===== src/rtl/udp_tx_arbiter.sv =====
// Round-robin packet arbiter in front of the UDP stack send port: whole-packet grants,
// length enforcement, start timeout. Optional channel-ID prefix byte: `define UDP_ARB_CHID_EN.
module udp_tx_arbiter #(
    parameter int unsigned P_CH       = 2,
    parameter int unsigned P_START_TO = 64,
    parameter int unsigned P_IFG      = 12
) (
    input  logic                 i_clk,
    input  logic                 i_rst_n,
    input  logic [P_CH-1:0]      i_req,
    input  logic [16*P_CH-1:0]   i_req_len,
    input  logic [8*P_CH-1:0]    i_data,
    input  logic [P_CH-1:0]      i_valid,
    input  logic [P_CH-1:0]      i_last,
    output logic [P_CH-1:0]      o_grant,
    output logic [15:0]          o_send_len,
    output logic [7:0]           o_send_data,
    output logic                 o_send_last,
    output logic                 o_send_valid,
    input  logic                 i_send_ready,
    output logic                 o_len_err,
    output logic                 o_timeout,
    output logic                 o_busy
);

    localparam int unsigned CW = (P_CH > 1) ? $clog2(P_CH) : 1;

    typedef enum logic [1:0] {S_IDLE, S_GRANT, S_XFER, S_GAP} state_t;

    state_t          state, state_n;
    logic [CW-1:0]   ptr, ptr_n, ch, ch_n, pick;
    logic [15:0]     len, len_n, cnt, cnt_n, tmr, tmr_n;
    logic            pad, pad_n;
    logic [P_CH-1:0] grant, grant_n;
    logic [7:0]      p_data, p_data_n;
    logic            p_valid, p_valid_n, p_last, p_last_n;
    logic            len_err, len_err_n, timeout, timeout_n;

    logic [15:0]     len_a  [P_CH];
    logic [7:0]      data_a [P_CH];
    logic [P_CH-1:0] elig;
    logic            found, emit, last_slot;
    logic            sel_valid, sel_last;
    logic [7:0]      sel_data;
    int unsigned     idx;

    always_comb begin
        for (int unsigned k = 0; k < P_CH; k++) begin
            len_a[k]  = i_req_len[16*k +: 16];
            data_a[k] = i_data[8*k +: 8];
`ifdef UDP_ARB_CHID_EN
            elig[k]   = i_req[k] && (len_a[k] != '0) && (len_a[k] != '1);
`else
            elig[k]   = i_req[k] && (len_a[k] != '0);
`endif
        end
    end

    assign sel_valid = i_valid[ch];
    assign sel_last  = i_last[ch];
    assign sel_data  = data_a[ch];

    // First eligible requester at or after the round-robin pointer.
    always_comb begin
        found = 1'b0;
        pick  = '0;
        idx   = 0;
        for (int unsigned i = 0; i < P_CH; i++) begin
            idx = 32'(ptr) + i;
            if (idx >= P_CH) idx = idx - P_CH;
            if (!found && elig[idx]) begin
                found = 1'b1;
                pick  = CW'(idx);
            end
        end
    end

    always_comb begin
        state_n   = state;
        ptr_n     = ptr;
        ch_n      = ch;
        len_n     = len;
        cnt_n     = cnt;
        tmr_n     = tmr;
        pad_n     = pad;
        grant_n   = grant;
        p_data_n  = '0;
        p_valid_n = 1'b0;
        p_last_n  = 1'b0;
        len_err_n = 1'b0;
        timeout_n = 1'b0;
        last_slot = (cnt == len - 16'd1);
        emit      = (state == S_XFER) || ((state == S_GRANT) && sel_valid);

        case (state)
            S_IDLE: begin
                if (i_send_ready && found) begin
                    ch_n          = pick;
                    len_n         = len_a[pick];
                    grant_n       = '0;
                    grant_n[pick] = 1'b1;
                    cnt_n         = '0;
                    tmr_n         = '0;
                    pad_n         = 1'b0;
                    state_n       = S_GRANT;
                end
            end
            S_GRANT: begin
                if (!sel_valid) begin
                    if (tmr == 16'(P_START_TO - 1)) begin
                        grant_n   = '0;
                        timeout_n = 1'b1;
                        tmr_n     = '0;
                        state_n   = S_GAP;
                    end else begin
                        tmr_n = tmr + 16'd1;
                    end
                end
            end
            S_GAP: begin
                if (tmr == 16'(P_IFG - 1)) begin
                    ptr_n   = (ch == CW'(P_CH - 1)) ? '0 : ch + CW'(1);
                    state_n = S_IDLE;
                end else begin
                    tmr_n = tmr + 16'd1;
                end
            end
            default: ;
        endcase

        // One output slot per cycle once streaming starts; padding keeps the frame contiguous.
        if (emit) begin
            p_valid_n = 1'b1;
            if (pad) begin
                p_data_n = '0;
            end else if (!sel_valid) begin
                p_data_n  = '0;
                pad_n     = 1'b1;
                len_err_n = 1'b1;
                grant_n   = '0;
            end else begin
                p_data_n = sel_data;
                if (last_slot) begin
                    if (!sel_last) len_err_n = 1'b1;
                end else if (sel_last) begin
                    pad_n     = 1'b1;
                    len_err_n = 1'b1;
                    grant_n   = '0;
                end
            end
            if (last_slot) begin
                p_last_n = 1'b1;
                grant_n  = '0;
                tmr_n    = '0;
                state_n  = S_GAP;
            end else begin
                cnt_n   = cnt + 16'd1;
                state_n = S_XFER;
            end
        end
    end

    always_ff @(posedge i_clk or negedge i_rst_n) begin
        if (!i_rst_n) begin
            state   <= S_IDLE;
            ptr     <= '0;
            ch      <= '0;
            len     <= '0;
            cnt     <= '0;
            tmr     <= '0;
            pad     <= 1'b0;
            grant   <= '0;
            p_data  <= '0;
            p_valid <= 1'b0;
            p_last  <= 1'b0;
            len_err <= 1'b0;
            timeout <= 1'b0;
        end else begin
            state   <= state_n;
            ptr     <= ptr_n;
            ch      <= ch_n;
            len     <= len_n;
            cnt     <= cnt_n;
            tmr     <= tmr_n;
            pad     <= pad_n;
            grant   <= grant_n;
            p_data  <= p_data_n;
            p_valid <= p_valid_n;
            p_last  <= p_last_n;
            len_err <= len_err_n;
            timeout <= timeout_n;
        end
    end

`ifdef UDP_ARB_CHID_EN
    // The ID byte takes the slot of the first payload byte; payload trails by one register.
    logic [7:0] q_data;
    logic       q_valid, q_last, id_slot;

    assign id_slot = (state == S_GRANT) && sel_valid;

    always_ff @(posedge i_clk or negedge i_rst_n) begin
        if (!i_rst_n) begin
            q_data  <= '0;
            q_valid <= 1'b0;
            q_last  <= 1'b0;
        end else if (id_slot) begin
            q_data  <= 8'(ch);
            q_valid <= 1'b1;
            q_last  <= 1'b0;
        end else begin
            q_data  <= p_data;
            q_valid <= p_valid;
            q_last  <= p_last;
        end
    end

    assign o_send_data  = q_data;
    assign o_send_valid = q_valid;
    assign o_send_last  = q_last;
    assign o_send_len   = !q_valid ? '0 : ((len == '1) ? '1 : len + 16'd1);
`else
    assign o_send_data  = p_data;
    assign o_send_valid = p_valid;
    assign o_send_last  = p_last;
    assign o_send_len   = p_valid ? len : '0;
`endif

    assign o_grant   = grant;
    assign o_len_err = len_err;
    assign o_timeout = timeout;
    assign o_busy    = (state != S_IDLE);

endmodule


===== config.mk =====
export PLATFORM = sky130hd
export DESIGN_NAME = udp_tx_arbiter
export DESIGN_NICKNAME = d
export VERILOG_FILES = /design/src/rtl/udp_tx_arbiter.sv
export SDC_FILE = /design/constraint.sdc
export NUM_CORES = 1
export LEC_CHECK = 0
export BUFFER_PORTS_ARGS = -buffer_cell sky130_fd_sc_hd__buf_4
export CORE_MARGIN = 3
export CORE_UTILIZATION = 40
export DETAILED_ROUTE_END_ITERATION = 10
export SETUP_SLACK_MARGIN = 0.2
export SYNTH_ARGS = -nofsm -noshare
export SYNTH_HDL_FRONTEND = slang
export SYNTH_SLANG_ARGS = --single-unit

===== constraint.sdc =====
create_clock -name i_clk -period 5.8 [get_ports i_clk]
set_input_delay 0.58 -clock i_clk [delete_from_list [all_inputs] [get_ports i_clk]]
set_output_delay 0.58 -clock i_clk [all_outputs]
set_load 0.02 [all_outputs]

==> results of run 1 <==
-- cells in the final DEF, fill, tap and decap left out, types with 7 or more instances in the layout --
cell type	count
nand3b_1	7
ha_1	8
and2_1	17
o21ai_0	38
xor2_1	9
nor4_1	13
dfrtp_1	67
and3_1	13
inv_1	14
a221o_1	7
xnor2_1	15
clkbuf_8	9
a21oi_1	24
buf_4	89
nand2_1	42
nor2_1	42
mux2i_1	27
nor3_1	15
nand3_1	22
-- through the flow --
step | hold WS [ns] | worst slack [ns] | std cells | area [um^2]
6_report | 0.322 | 2.30 | 687 | 5120
5_1_grt | 0.383 | 1.99 | 687 | 5120
4_1_cts | 0.348 | 2.29 | 687 | 5120
3_5_place_dp | 0.471 | 2.32 | 671 | 4920
3_3_place_gp | 0.460 | 2.37 | 671 | 4920
2_1_floorplan | 0.284 | 2.59 | 469 | 4180
-- layout make-up --
class                      instances  area [um^2]  area share
timing repair buffer              89          668       0.131
clock inverter                     7         76.3      0.0149
multi-input combinational        368         2350       0.460
clock buffer                       9          124      0.0242
sequential                        67         1680       0.328
inverter                          14         52.6      0.0103
tap                              133          166      0.0325
-- state kept, by name, indices dropped and copies added, names as in the netlist, 2 cells and up --
| register | flops |
|---|---|
| tmr | 16 |
| o_send_data | 8 |
| o_grant | 2 |
| cnt | 16 |
| len | 16 |
| state | 2 |
-- layer usage --
metal,vias to the layer above,routed length (um)
met3,19,783
met1,1760,5200
met4,0,153
met2,129,5020
li1,1853,-
met5,-,0
-- synthesized netlist by cell type, types with 8 or more instances --
master    count  area, um^2
nor3_1       15        75.1
dfrtp_1      67        1680
clkbuf_1     16        60.1
xnor2_1      15         131
o21ai_0      38         190
and3_1       13        81.3
and2_1       17         106
a21oi_1      24         120
inv_1        14        52.6
nor2_1       42         158
xor2_1        9        78.8
ha_1          8         100
nor4_1       13        81.3
mux2i_1      27         270
nand2_1      42         158
nand3_1      22         110
-- worst max-delay path: stages, from the launching register on --
cell     delay [ns]
dfrtp_1        0.43
inv_1          0.08
ha_1           0.19
or4b_4         0.52
or3b_4         0.45
nor4b_4        0.24
o22ai_1        0.10
or4_4          0.56
o21a_4         0.28
a21oi_4        0.34
a221o_1        0.23
-- worst paths after layout --
kind | start | endpoint | slack (ns) | cells after the start
setup / recovery | len[0]$_DFFE_PN0P_ | cnt[4]$_DFF_PN0_ | 2.30 | 10
hold / removal | i_rst_n | cnt[13]$_DFF_PN0_ | 0.32 | 1
setup reg to reg | len[0]$_DFFE_PN0P_ | cnt[4]$_DFF_PN0_ | 2.30 | 10
hold reg to reg | ptr$_DFFE_PN0P_ | ptr$_DFFE_PN0P_ | 0.49 | 2
max in group asynchronous | i_rst_n | tmr[6]$_DFF_PN0_ | 4.92 | 1
min in group i_clk | i_data[7] | o_send_data[7]$_DFF_PN0_ | 0.45 | 3
-- cells by family after synthesis --
logic type	Yosys count
multiplexers	30
AO/OA/AOI/OAI	106
flip-flops	67
AND/OR/NAND/NOR	200
XOR/XNOR	24
buffers and inverters	34
adder cells (fa/ha/maj)	8
-- power by group --
group	internal [uW]	leakage, uW	switching (uW)
clock	200	0.0000958	201
combinational	35.1	0.00141	33.0
sequential	469	0.000890	0.855
total	704	0.00239	235
==> out/qor.yml, run 1 <==
outcome:
  status: "complete, no violations"
grt:
  top_usage_layer: "met2"
  grtUsageTotal: 0.205
  grt_max_degree: 68
  gr-total-overflow: 0
  use_met3: 0.0621
  grt_pass1_vias: 3609
  antenna_found_initial: 0
  use_met1: 0.282
  grtUsageMet2: 0.316
  grt_pass1_wl_um: 18700
logic_synthesis:
  yosysUniqueCellTypes: 53
  syn_nets: 534
  synth_top_family_by_area: "simple AND/OR/NAND/NOR gates"
  synth-simple-area-share: 0.251
  yosys_register_bits: 67
  synth_area_um2: 4180
  synth_edf_count: 0
  synth_ff_type: "dfrtp_1"
  post_synth_inst_count: 469
  syn_avg_cell_area_um2: 8.92
  synth_adder_area_share: 0.0239
  synth-seq-area-share: 0.401
  synthMuxAreaShare: 0.0727
  synth_xor_area_frac: 0.0502
  synthArstFlopShare: 1.00
  yosysWarnings: 0
  synth_compound_area_frac: 0.165
setup_path:
  end_kind: "flip-flop"
  critPathKind: "flip-flop to flip-flop"
  worstSetupStartpointType: "flip-flop"
  cp.required_ns: 6.10
  cp_max_fo: 17
  crit_arrival_ns: 3.80
timing:
  fmax_mhz: 286
  min_period_over_period: 0.603
  fin_setup_tns_ns: 0
  rsz0062_at_grt: "false"
  hold_viol: 0
  worst_pin_slew_ns: 0.923
  setup_viol: 0
  drv_slew: 0
  period_needed_ns: 3.50
  max-slew-margin-rel: 0.383
  clock_skew_ns: 0.0133
cts:
  htree_levels: 3
  root_buffer: "clkbuf_8"
  cts_resized: 0
  cts_buffers: 9
  path_clk_slew_ns: 0.08
  cts_setup_buffers: 0
  cts.sinks: 67
  insertion_delay_ns: 0.37
  ctsHoldBuffers: 0
  cts_tree: "yes"
  cts_buffer_depth: 2
routing:
  routed_wl_um: 11200
  wire_per_inst_um: 16.2
  viasPerCell: 5.47
  postRouteAntennaNets: 0
  drc: 0
  drtPass1Iterations: 5
  drtIter0Drc: 277
  vias: 3761
layout:
  nNetsFinal: 614
  fin_util: 0.514
  fillers: 954
  drive_above_1_share: 0.218
  diodes: 0
  area.growth.synth_to_final_pct: 22.3
pwr:
  power_density_nw_per_um2: 183
  peakVddDrop_mv: 0.137
  power_leakage_uw: 0.00239
  p_total_uw: 939
floorplanning:
  die_h_um: 108
  num_io_pins: 88
  rows: 36
  initial_utilization: 0.420
  dieWidth_um: 108
  core_um2: 9950
  dieArea_um2: 11700
hold_path:
  hold_class: "input pin to async pin"
placement:
  gp_congestion: 0.889
  hpwl_um: 8430
  io_buffers: 87
run:
  max_cap_violations: 0
Power figures use the tool's default switching activity.
==> run 2, diff against run 1 <==
--- a/config.mk
+++ b/config.mk
@@ -5,6 +5,7 @@
 export SDC_FILE = /design/constraint.sdc
 export NUM_CORES = 1
 export LEC_CHECK = 0
+export ABC_AREA = 1
 export BUFFER_PORTS_ARGS = -buffer_cell sky130_fd_sc_hd__buf_4
 export CORE_MARGIN = 3
 export CORE_UTILIZATION = 40
==> constraint.sdc (replaced) <==
create_clock -name i_clk -period 3.41 [get_ports i_clk]
set_input_delay 0.341 -clock i_clk [delete_from_list [all_inputs] [get_ports i_clk]]
set_output_delay 0.341 -clock i_clk [all_outputs]
set_load 0.02 [all_outputs]
==> run 2 against run 1 <==
  * Clock skew fell by 0.0061 ns
  * Cell count rose by 52%
  * Utilization fell by 0.61 points
  * Non-clock buffer count rose by 2
  * Flip-flop and latch count did not move
  * Design area rose by 22%
  * Combinational power rose to 41 times the previous value
  * Sequential power rose to 3.2 times the previous value
  * Total power rose to 5.6 times the previous value
  * Clock power rose by 140%
  * Hold slack got worse by 0.24 ns
  * Global-route usage rose by 0.19 points
  * Critical path type unchanged
  * Critical endpoint is now cnt[15]$_DFF_PN0_
  * Highest routed layer unchanged
==> out/qor.yml, run 2 <==
logic_synthesis:
  yosys.area.top_type: "dfrtp_1"
  yosysMostFrequentCell: "nand2_1"
  syn_avg_cell_area_um2: 6.54
  yosysWarnings: 0
  synth_ff_type: "dfrtp_1"
  synth_edf_count: 0
  synth-seq-area-share: 0.326
  synthArstFlopShare: 1.00
  synth_top_area_frac: 0.326
  synth_area_um2: 5140
  yosysUniqueCellTypes: 42
  syn_nets: 851
  post_synth_inst_count: 786
  yosys-top-cells-area: "dfrtp_1 (33%), nand2_1 (18%), inv_1 (8.4%)"
  yosys_register_bits: 67
  synth_commonest_cells: "nand2_1 (245), inv_1 (115), nor2_1 (92), dfrtp_1 (67), nand3_1 (58)"
cts:
  htree_levels: 3
  root_buffer: "clkbuf_16"
  insertion_delay_ns: 0.34
  path_clk_slew_ns: 0.06
  cts.sinks: 67
  ctsHoldBuffers: 0
  cts_setup_buffers: 0
  cts_tree: "yes"
  cts_buffer_depth: 2
  cts_resized: 0
  cts_buffers: 9
timing:
  period_needed_ns: 2.46
  fmax_mhz: 407
  rsz0062_at_grt: "false"
  setup_viol: 0
  fin_setup_tns_ns: 0
  worst_pin_slew_ns: 0.871
  hold_viol: 0
  max-slew-margin-rel: 0.419
  drv_slew: 0
  clock_skew_ns: 0.00724
  min_period_over_period: 0.720
placement:
  postPlaceCellArea_um2: 5920
  hpwl_um: 11000
  gp_congestion: 0.945
  io_buffers: 87
floorplanning:
  die_h_um: 119
  num_io_pins: 88
  initial_utilization: 0.419
  core_um2: 12300
  dieWidth_um: 119
  rows: 40
  dieArea_um2: 14200
hold_path:
  hold_class: "input pin to async pin"
grt:
  antenna_found_initial: 0
  grt_pass1_vias: 5058
  grt_max_degree: 68
  grt_pass1_wl_um: 24100
  grtUsageTotal: 0.207
  gr-total-overflow: 0
layout:
  final_area_um2: 6230
  nNetsFinal: 934
  area.growth.synth_to_final_pct: 21.1
  layout_common_cells: "nand2_1 (245), inv_1 (115), nor2_1 (92)"
  top_regs: "cnt x16, len x16, tmr x16"
  diodes: 0
  mostFrequentLayoutCell: "nand2_1"
  drive_above_1_share: 0.172
pwr:
  clockPowerShare: 0.183
  power_leakage_uw: 0.00342
  switching_share: 0.493
  seqPwrFrac: 0.285
  pwr-share-comb: 0.533
  p_sw_uw: 2600
  internal-power_uw: 2680
  power_density_nw_per_um2: 847
  peakVddDrop_mv: 0.351
outcome:
  status: "complete, no violations"
routing:
  routed_wl_um: 14300
  drc: 0
  postRouteAntennaNets: 0
  viasPerCell: 4.98
  vias: 5187
  drtIter0Drc: 318
  wire_per_inst_um: 13.7
  drtPass1Iterations: 6
setup_path:
  cp_max_fo: 15
  worstSetupStartpointType: "flip-flop"
  path_cells: "inv_1 > ha_1 > nand2_1 > o21ai_0 > inv_1 > nand2_1 > nand2_1 > nor2_2 > nand2_2 > nor2_8 > nand2_4 > nand2_1 > nand2_1 > nand2_1 > nand2_1"
  critPathKind: "flip-flop to flip-flop"
  cp.required_ns: 3.64
  end_kind: "flip-flop"
  slowest_stage: "dfrtp_1"
  cpPeakStageDelay_ns: 0.42
  crit_top_cell: "nand2_1"
  crit_arrival_ns: 2.69
run:
  max_cap_violations: 0
run 2: logic make-up after synthesis:
| family | after synthesis | share of synthesized area |
|---|---|---|
| and+or+nand+nor | 464 | 0.407 |
| xor gates and xnor gates | 25 | 0.0455 |
| buffers and inverters | 139 | 0.110 |
| AOI/OAI and AO/OA | 82 | 0.0905 |
| muxes | 1 | 0.00195 |
| adders and majority gates | 8 | 0.0195 |
| DFF | 67 | 0.326 |
run 2: layer usage:
layer  vias to the layer above  global-route usage  share of wire
li1                       2644                   -              -
met1                      2410               0.256           0.44
met2                       120               0.366           0.50
met3                        13              0.0480          0.046
met4                         0              0.0465         0.0092
met5                         -                   0              0
run 2: power groups by stage:
stage               Clock, uW  Sequential, uW  Combinational (uW)
detailed placement          0            1520                2810
finish                    964            1500                2810
global placement            0            1520                2760
global route             1030            1550                3180
floorplan                   0            1400                2090
CTS                       990            1510                2820
run 2: final timing paths:
kind / startpoint / to / slack, ns / cells past startpoint
max: len[0]$_DFFE_PN0P_ / cnt[15]$_DFF_PN0_ / 0.95 / 15
min: i_rst_n / len[12]$_DFFE_PN0P_ / 0.08 / 1
max reg2reg: len[0]$_DFFE_PN0P_ / cnt[15]$_DFF_PN0_ / 0.95 / 15
min reg2reg: pad$_DFF_PN0_ / pad$_DFF_PN0_ / 0.48 / 2
max in group asynchronous: i_rst_n / cnt[14]$_DFF_PN0_ / 2.72 / 1
min in group i_clk: i_data[2] / o_send_data[2]$_DFF_PN0_ / 0.24 / 3
run 2: worst max-delay path: cells and delay by family, from the launching register on:
kind	cells	cell delay [ns]
adders and majority gates	1	0.27
DFF	1	0.42
AOI/OAI and AO/OA	1	0.28
buffers and inverters	2	0.22
and+or+nand+nor	11	1.16
run 2: through the flow:
stage / cells / worst slack [ns] / power (uW) / util / hold slack, ns
CTS: 1042 / 0.920 / 5320 / 0.508 / 0.150
global placement: 1026 / 0.817 / 4280 / 0.483 / 0.486
floorplan: 786 / 1.39 / 3500 / - / 0.0454
finish: 1042 / 0.954 / 5280 / 0.508 / 0.0779
detailed placement: 1026 / 0.731 / 4330 / 0.483 / 0.480
global route: 1042 / 0.630 / 5760 / 0.508 / 0.159
run 2: final cells by class:
cell class / instances / area [um^2]
Clock buffer: 9 / 225
Multi-Input combinational cell: 580 / 2900
Sequential cell: 67 / 1680
Timing Repair Buffer: 91 / 683
Clock inverter: 7 / 81.3
Tap cell: 168 / 210
Fill cell: 1264 / 6030
Inverter: 120 / 450
